===== src/rtl/uart_tx_mmio.sv =====
// Memory-mapped UART transmitter: CPU stores enqueue bytes into a TX FIFO that
// an 8N1 serializer drains; a registered status word reports FIFO/serializer state.
module uart_tx_mmio #(
    parameter logic [31:0] TX_ADDR      = 32'hFFFF_FFF0,
    parameter logic [31:0] STATUS_ADDR  = 32'hFFFF_FFF4,
    parameter int unsigned CLKS_PER_BIT = 104,
    parameter int unsigned FIFO_DEPTH   = 16
) (
    input  logic        clk,
    input  logic        reset_n,
    input  logic        mem_wen,
    input  logic [31:0] mem_wa,
    input  logic [31:0] mem_wd,
    input  logic [2:0]  mem_funct3,
    input  logic [31:0] mem_ra,
    output logic [31:0] status_rd,
    output logic        tx
);

    localparam int unsigned PTR_W  = (FIFO_DEPTH > 1) ? $clog2(FIFO_DEPTH) : 1;
    localparam int unsigned CNT_W  = $clog2(FIFO_DEPTH) + 1;
    localparam int unsigned BAUD_W = $clog2(CLKS_PER_BIT);
    localparam logic [BAUD_W-1:0] BAUD_RELOAD = BAUD_W'(CLKS_PER_BIT - 1);
    localparam logic [CNT_W-1:0]  CNT_FULL    = CNT_W'(FIFO_DEPTH);

    typedef enum logic [1:0] {
        IDLE,
        START,
        DATA,
        STOP
    } state_t;

    state_t              state;
    logic [BAUD_W-1:0]   baud;
    logic [2:0]          bit_idx;
    logic [7:0]          shift;

    logic [7:0]          fifo_mem [FIFO_DEPTH];
    logic [PTR_W-1:0]    wr_ptr;
    logic [PTR_W-1:0]    rd_ptr;
    logic [CNT_W-1:0]    count;
    logic                overflow;

    logic push_c;
    logic clr_c;
    logic full_c;
    logic empty_c;
    logic wr_en_c;
    logic pop_c;
    logic busy_c;
    logic unused_c;

    // Store decode; the store width is irrelevant, only the low byte is queued.
    assign push_c   = mem_wen && (mem_wa == TX_ADDR);
    assign clr_c    = mem_wen && (mem_wa == STATUS_ADDR);
    assign full_c   = (count == CNT_FULL);
    assign empty_c  = (count == '0);
    assign wr_en_c  = push_c && !full_c;
    assign busy_c   = (state != IDLE);
    assign unused_c = ^{mem_funct3, mem_wd[31:8]};

    // Pop whenever the serializer is ready for a new byte: idle, or at stop-bit expiry.
    assign pop_c = !empty_c && ((state == IDLE) || ((state == STOP) && (baud == '0)));

    always_ff @(posedge clk) begin
        if (wr_en_c) begin
            fifo_mem[wr_ptr] <= mem_wd[7:0];
        end
    end

    // FIFO pointers wrap naturally because the depth is a power of two.
    always_ff @(posedge clk or negedge reset_n) begin
        if (!reset_n) begin
            wr_ptr   <= '0;
            rd_ptr   <= '0;
            count    <= '0;
            overflow <= 1'b0;
        end else begin
            if (wr_en_c) begin
                wr_ptr <= wr_ptr + PTR_W'(1);
            end
            if (pop_c) begin
                rd_ptr <= rd_ptr + PTR_W'(1);
            end
            case ({wr_en_c, pop_c})
                2'b10:   count <= count + CNT_W'(1);
                2'b01:   count <= count - CNT_W'(1);
                default: count <= count;
            endcase
            if (push_c && full_c) begin
                overflow <= 1'b1;
            end else if (clr_c) begin
                overflow <= 1'b0;
            end
        end
    end

    // Serializer: tx is registered and updated on the same edge as each state/bit change.
    always_ff @(posedge clk or negedge reset_n) begin
        if (!reset_n) begin
            state   <= IDLE;
            baud    <= '0;
            bit_idx <= '0;
            shift   <= '0;
            tx      <= 1'b1;
        end else begin
            case (state)
                IDLE: begin
                    tx <= 1'b1;
                    if (pop_c) begin
                        shift <= fifo_mem[rd_ptr];
                        baud  <= BAUD_RELOAD;
                        state <= START;
                        tx    <= 1'b0;
                    end
                end
                START: begin
                    if (baud == '0) begin
                        baud    <= BAUD_RELOAD;
                        bit_idx <= '0;
                        state   <= DATA;
                        tx      <= shift[0];
                    end else begin
                        baud <= baud - BAUD_W'(1);
                    end
                end
                DATA: begin
                    if (baud == '0) begin
                        baud <= BAUD_RELOAD;
                        if (bit_idx == 3'd7) begin
                            state <= STOP;
                            tx    <= 1'b1;
                        end else begin
                            bit_idx <= bit_idx + 3'd1;
                            shift   <= shift >> 1;
                            tx      <= shift[1];
                        end
                    end else begin
                        baud <= baud - BAUD_W'(1);
                    end
                end
                STOP: begin
                    if (baud == '0) begin
                        if (pop_c) begin
                            shift <= fifo_mem[rd_ptr];
                            baud  <= BAUD_RELOAD;
                            state <= START;
                            tx    <= 1'b0;
                        end else begin
                            state <= IDLE;
                            tx    <= 1'b1;
                        end
                    end else begin
                        baud <= baud - BAUD_W'(1);
                    end
                end
                default: begin
                    state <= IDLE;
                    tx    <= 1'b1;
                end
            endcase
        end
    end

    always_ff @(posedge clk or negedge reset_n) begin
        if (!reset_n) begin
            status_rd <= '0;
        end else if (mem_ra == STATUS_ADDR) begin
            status_rd <= {23'd0, 5'(count), overflow, busy_c, empty_c, full_c};
        end else begin
            status_rd <= '0;
        end
    end

endmodule

===== config.mk =====
export PLATFORM = sky130hd
export DESIGN_NAME = uart_tx_mmio
export DESIGN_NICKNAME = d
export VERILOG_FILES = /design/src/rtl/uart_tx_mmio.sv
export SDC_FILE = /design/constraint.sdc
export NUM_CORES = 1
export LEC_CHECK = 0
export ABC_CLOCK_PERIOD_IN_PS = 3400
export CORE_MARGIN = 3
export CORE_UTILIZATION = 50
export DETAILED_ROUTE_END_ITERATION = 8
export GPL_TIMING_DRIVEN = 0
export PLACE_DENSITY = 0.83
export SETUP_SLACK_MARGIN = 0.05
export SLEW_MARGIN = 20
export SYNTH_ARGS = -nofsm -noshare
export SYNTH_HDL_FRONTEND = slang
export SYNTH_SLANG_ARGS = --single-unit

===== constraint.sdc =====
create_clock -name clk -period 3.4 [get_ports clk]
set_input_delay 0.34 -clock clk [delete_from_list [all_inputs] [get_ports clk]]
set_output_delay 0.34 -clock clk [all_outputs]
set_load 0.01 [all_outputs]

==> metrics.txt, run 1 <==
status=finished clean; Fin Setup TNS=0 ps; I/O Buffers=84; Min-Delay Path Class=in2async; Die H=about 130 µm; post-detailed-route wirelength per cell=between 20 and 25 µm; Yosys top cell area share=just under 50%; routed vias/inst=~6; dpl cells=just over 800; Yosys warnings=0; area added between synthesis and finish=24.7%; NumNets Final=between 700 and 800; Post-route DRC=0; share of cells above drive strength 1=roughly a fifth; setup violators final=0; Final Instance Count excl. Fillers=between 800 and 900; Routed Antenna Nets=0; Setup WS post-layout=approximately 220 ps; Fin Hold WS=between 300 and 400 ps; fin area=between 0.009 and 0.01 mm²; cell taking the most area after synthesis=edfxtp_1; post-synth cell types=60; mapped cell area=around 0.0077 mm²; CTS Sinks=172; die area=0.0170 mm²; Clock transition at path regs=~60 ps; Total Wirelength=between 15 and 20 mm; Post-synth EDFFs=about 130; Pre-antenna DRT Iters=5; max_cap viols=0; Leak=around 3.6 nW; total CTS buffers=17; initial antenna violation count=0; total number of vias=around 5100; worst clock skew=around 7.3 ps; GR Overflow Total=0; register area share after synthesis=around 64%; achievable frequency=between 300 and 400 MHz; Syn Area/Cell=between 10 and 15 µm²; Synth area leaders=edfxtp_1 (50%), dfrtp_1 (14%), mux4_2 (9.3%), ha_1 (3.1%), buf_4 (2.2%); commonest cells after routing, fill and taps aside=edfxtp_1 (128), clkdlybuf4s50_1 (83), dfrtp_1 (41), mux4_2 (32), buf_4 (31); relative slew slack=around 45%; largest net degree at the start of global routing=34; post-place setup slack=-637 ps; CTS tree=built; Startpoint Class=register; RD Place Congestion=just under 0.9; clock root buffer=clkbuf_16; H-tree lvl count=4; VDD IR max=0.366 mV; row count=between 40 and 50; Seq cells post-synth=between 150 and 200; Antenna diodes=0; Final Hold Vio Count=0; worst skew pair latency=roughly 420 ps; most common cell after layout, fill and taps aside=edfxtp_1; WP data arrival=approximately 3500 ps; Slew @ Worst Pin=around 830 ps; Starting Density=between 50% and 60%; placed inst area=between 0.008 and 0.009 mm²; Synth Instances=520; CP Max Fanout=11; main flop type after synthesis=edfxtp_1; Power Density=between 400 and 500 mW/mm²; final max-slew violation count=0; Die X=130 µm; share of synthesized registers carrying an async set or reset=about 26%; wire length of the first global-routing pass=26.9 mm; RSZ-0062 raised after global routing=false; CP Class=reg2reg; period utilization=between 90% and 100%; Final min period=3180 ps; I/O pin total=between 100 and 150; vias in the first global route=about 5000; GRT Total Usage=21.2%; CP Capture Type=register; Placeable Area=roughly 0.015 mm²; WP data required=between 3000 and 4000 ps; maximum clock insertion buffer count=2; initial DRC count=roughly 640; hpwl dp=11.7 mm
-- final timing paths --
check | from | to | depth (start not counted) | slack (ps)
min | reset_n | count[1] | 2 | 350
min in group clk | tx | tx | 2 | 480
min reg2reg | tx | tx | 2 | 480
max in group asynchronous | reset_n | tx | 3 | 2480
max reg2reg | baud[1] | count[4] | 16 | 220
max | baud[1] | count[4] | 16 | 220
-- cell type report --
type / count / area (µm²)
Buffer: 43 / 272
Clock buffer: 19 / 433
Clock inverter: 13 / 179
Fill cell: 1012 / 5170
Inverter: 21 / 83.8
Multi-Input combinational cell: 304 / 2570
Sequential cell: 172 / 4950
Tap cell: 184 / 230
Timing Repair Buffer: 94 / 926
-- power breakdown --
part           total, mW  internal (mW)  switching [mW]  leakage, nW
Sequential          2.26           2.26   0.00000000177         1.66
Clock               2.00           1.18           0.823        0.301
Combinational      0.159         0.0961          0.0630         1.65
Total               4.42           3.53           0.886         3.62
-- repair_timing --
action | CTS | global route
cloned | 0 | 0
endpoints found under the setup margin | 1 | 1
gates resized for setup | 9 | 14
setup buffers | 1 | 7
hold buffers | 1 | 0
hold endpoints to repair | 11 | 0
pin swaps | 3 | 7
-- worst max-delay path: stages, from the launching register on --
cell      delay (ps)
dfrtp_1          380
inv_1            110
ha_1             180
nor2b_4          210
a31oi_2          130
or2_0            230
buf_6            150
clkinv_4         110
ha_1             210
buf_6            150
xor2_1           160
ha_2             210
a21boi_2         170
o221ai_2         100
and3_1           200
o21bai_1         210
xnor2_1          160
-- layer usage --
metal	wire length (µm)	GRT usage [%]	part of all wire [%]	up-vias
met5	0	0	0	-
met1	6650	26.8	38	2548
li1	-	-	-	2246
met3	1010	4.46	5.8	33
met2	9350	36.8	54	236
met4	327	6.78	1.9	0
-- flip-flops by register name, summed over array words and instances (netlist names) --
name / count
bit_idx: 3
tx: 1
baud: 7
count: 5
wr_ptr: 4
fifo_mem: 128
shift: 8
overflow: 1
rd_ptr: 4
status_rd: 9
state: 2
-- kinds of logic (layout without fill, tap and decap cells) --
family / Yosys count / after routing / synth area share, %
adder cells (fa/ha/maj): 19 / 19 / 3.08
XOR/XNOR: 12 / 12 / 1.36
AO/OA/AOI/OAI: 86 / 86 / 7.67
flip-flops: 172 / 172 / 64.0
AND/OR/NAND/NOR: 130 / 130 / 9.63
other: 1 / 23 / 0.0485
multiplexers: 34 / 34 / 9.61
buffers and inverters: 66 / 190 / 4.61
-- synthesized netlist by cell type (5+ instances only) --
cell type / number
mux4_2: 32
a22o_1: 11
edfxtp_1: 128
o21ai_1: 6
nand3_1: 5
nor3b_1: 5
nor2_1: 26
nand4_1: 15
dfrtp_1: 43
a22oi_1: 5
o21ai_0: 15
clkbuf_1: 12
nor2b_1: 5
ha_1: 19
buf_4: 23
xnor2_1: 8
nand2_1: 23
a21oi_1: 17
inv_1: 19
buf_2: 8
and3_1: 17
nor3_1: 7
-- metrics by stage --
stage | util [%] | power, mW
after floorplan | - | 2.34
after CTS | 64.5 | 4.44
after global placement | 60.0 | 2.45
after global routing | 65.1 | 4.54
final | 65.1 | 4.42
after detailed placement | 60.1 | 2.46
No activity file was read; power rests on OpenSTA's default activity.
==> run 2: changes to the inputs <==
Settings changed: CORE_MARGIN 3 to not set, GPL_TIMING_DRIVEN 0 to not set.
==> metrics.txt, run 2 (same netlist as run 1, synthesis figures left out) <==
CP max-delay cell=dfrtp_1; Routed Antenna Nets=0; I/O Buffers=84; CP Cell Sequence=inv_1 -> ha_1 -> nor2b_2 -> a31oi_1 -> or2_1 -> clkinv_4 -> ha_1 -> xor2_1 -> ha_1 -> a21boi_0 -> o221ai_1 -> and3_1 -> o21bai_1 -> xnor2_1; met2 GRT Util=38.3%; post-place setup slack=-4.24 ps; commonest cells after routing, fill and taps aside=edfxtp_1 (128), clkdlybuf4s50_1 (83), dfrtp_1 (42), mux4_2 (32), nor2_1 (26); Die X=126 µm; maximum clock insertion buffer count=2; CP Capture Type=register; VDD IR max=approximately 0.37 mV; Fin Hold WS=between 400 and 500 ps; achievable frequency=approximately 320 MHz; CTS tree=built; CP max stage delay=approximately 400 ps; Reg2Reg Depth=14; GRT Total Usage=roughly 22%; CP most frequent cell=ha_1; setup violators final=0; Starting Density=between 50% and 60%; worst skew pair latency=around 440 ps; total number of vias=roughly 4800; post-detailed-route wirelength per cell=roughly 20 µm; CP Max Fanout=11; area added between synthesis and finish=20.3%; H-tree lvl count=4; Final min period=roughly 3100 ps; period utilization=92.5%; RD Place Congestion=0.832; Final Util=61.4%; Placeable Area=between 0.015 and 0.02 mm²; RSZ-0062 raised after global routing=false; status=finished clean; wire length of the first global-routing pass=roughly 26 mm; Setup WS post-layout=~260 ps; met1 Use GR=about a quarter; worst clock skew=10.6 ps; Largest regs=fifo_mem: 128 flops, status_rd: 9 flops, shift: 8 flops; Total Wirelength=roughly 17 mm; vias in the first global route=~5000; clock root buffer=clkbuf_16; Die H=between 100 and 150 µm; Setup Buffers After CTS=0; Startpoint Class=register; Slew @ Worst Pin=approximately 790 ps; WP data required=roughly 3800 ps; total CTS buffers=17; hpwl dp=11.4 mm; NumNets Final=731; largest register by flop count=fifo_mem; register-to-register setup slack=around 260 ps; Min-Delay Path Class=in2async; Antenna diodes=0; largest net degree at the start of global routing=between 40 and 50; WP data arrival=about 3500 ps; reg-to-reg startpoint=baud[0]; I/O pin total=approximately 140; met3 usage=5.82%; CTS Sinks=172; die area=approximately 0.016 mm²; row count=45; Clock transition at path regs=70 ps; initial antenna violation count=0; relative slew slack=a little under half; Power Density=~470 mW/mm²; most common cell after layout, fill and taps aside=edfxtp_1; Final Hold Vio Count=0; GRT Max-Usage Layer=met2; max reg flops=approximately 130; Pre-antenna DRT Iters=7; GR Overflow Total=0; CP Class=reg2reg; share of cells above drive strength 1=a little over an eighth; Leak=roughly 3.4 nW; Worst Setup SP=baud[0]; Fin Setup TNS=0 ps; initial DRC count=558; max_cap viols=0; routed vias/inst=5.95; final max-slew violation count=0; Post-route DRC=0
==> run 2: cell type report <==
class,instances,area [µm²]
Fill cell,1071,5850
Sequential cell,172,4950
Multi-Input combinational cell,304,2510
Timing Repair Buffer,94,916
Clock buffer,17,425
Tap cell,188,235
Clock inverter,15,179
Inverter,21,83.8
==> run 2: routing by layer <==
metal / wire [µm] / vias up
li1: - / 2162
met1: 6400 / 2406
met2: 8720 / 213
met3: 930 / 45
met4: 583 / 0
met5: 0 / -
==> run 2: report_power, final <==
| part | leakage, nW | switching, mW | internal [mW] | total (mW) |
|---|---|---|---|---|
| clock | 0.289 | 0.851 | 1.11 | 1.96 |
| combinational | 1.46 | 0.0585 | 0.0768 | 0.135 |
| sequential | 1.67 | 0.00000000311 | 2.26 | 2.26 |
==> run 2: worst paths after layout <==
check	endpoint
max reg2reg	count[4]
max	count[4]
min in group clk	tx
max in group asynchronous	rd_ptr[0]
min	wr_ptr[0]
min reg2reg	tx
==> run 2: worst max-delay path: cells and delay by family (launching register included) <==
kind	cells	cell delay [ps]
AOI/OAI and AO/OA	4	710
xor gates and xnor gates	2	310
adders and majority gates	3	600
buffers and inverters	2	250
DFF	1	400
and+or+nand+nor	3	790
==> run 2: per-stage QoR <==
stage	cells	power (mW)	cell area, µm²
floorplan	542	2.34	7810
global placement	778	2.43	8680
detailed placement	778	2.44	8680
CTS	810	4.36	9280
global route	811	4.46	9300
finish	811	4.35	9300
==> run 2: what timing repair did <==
item | in CTS | in global routing
setup endpoints to repair | 0 | 1
resized for setup | 0 | 2
hold buffers | 0 | 1
hold endpoints to repair | 0 | 43
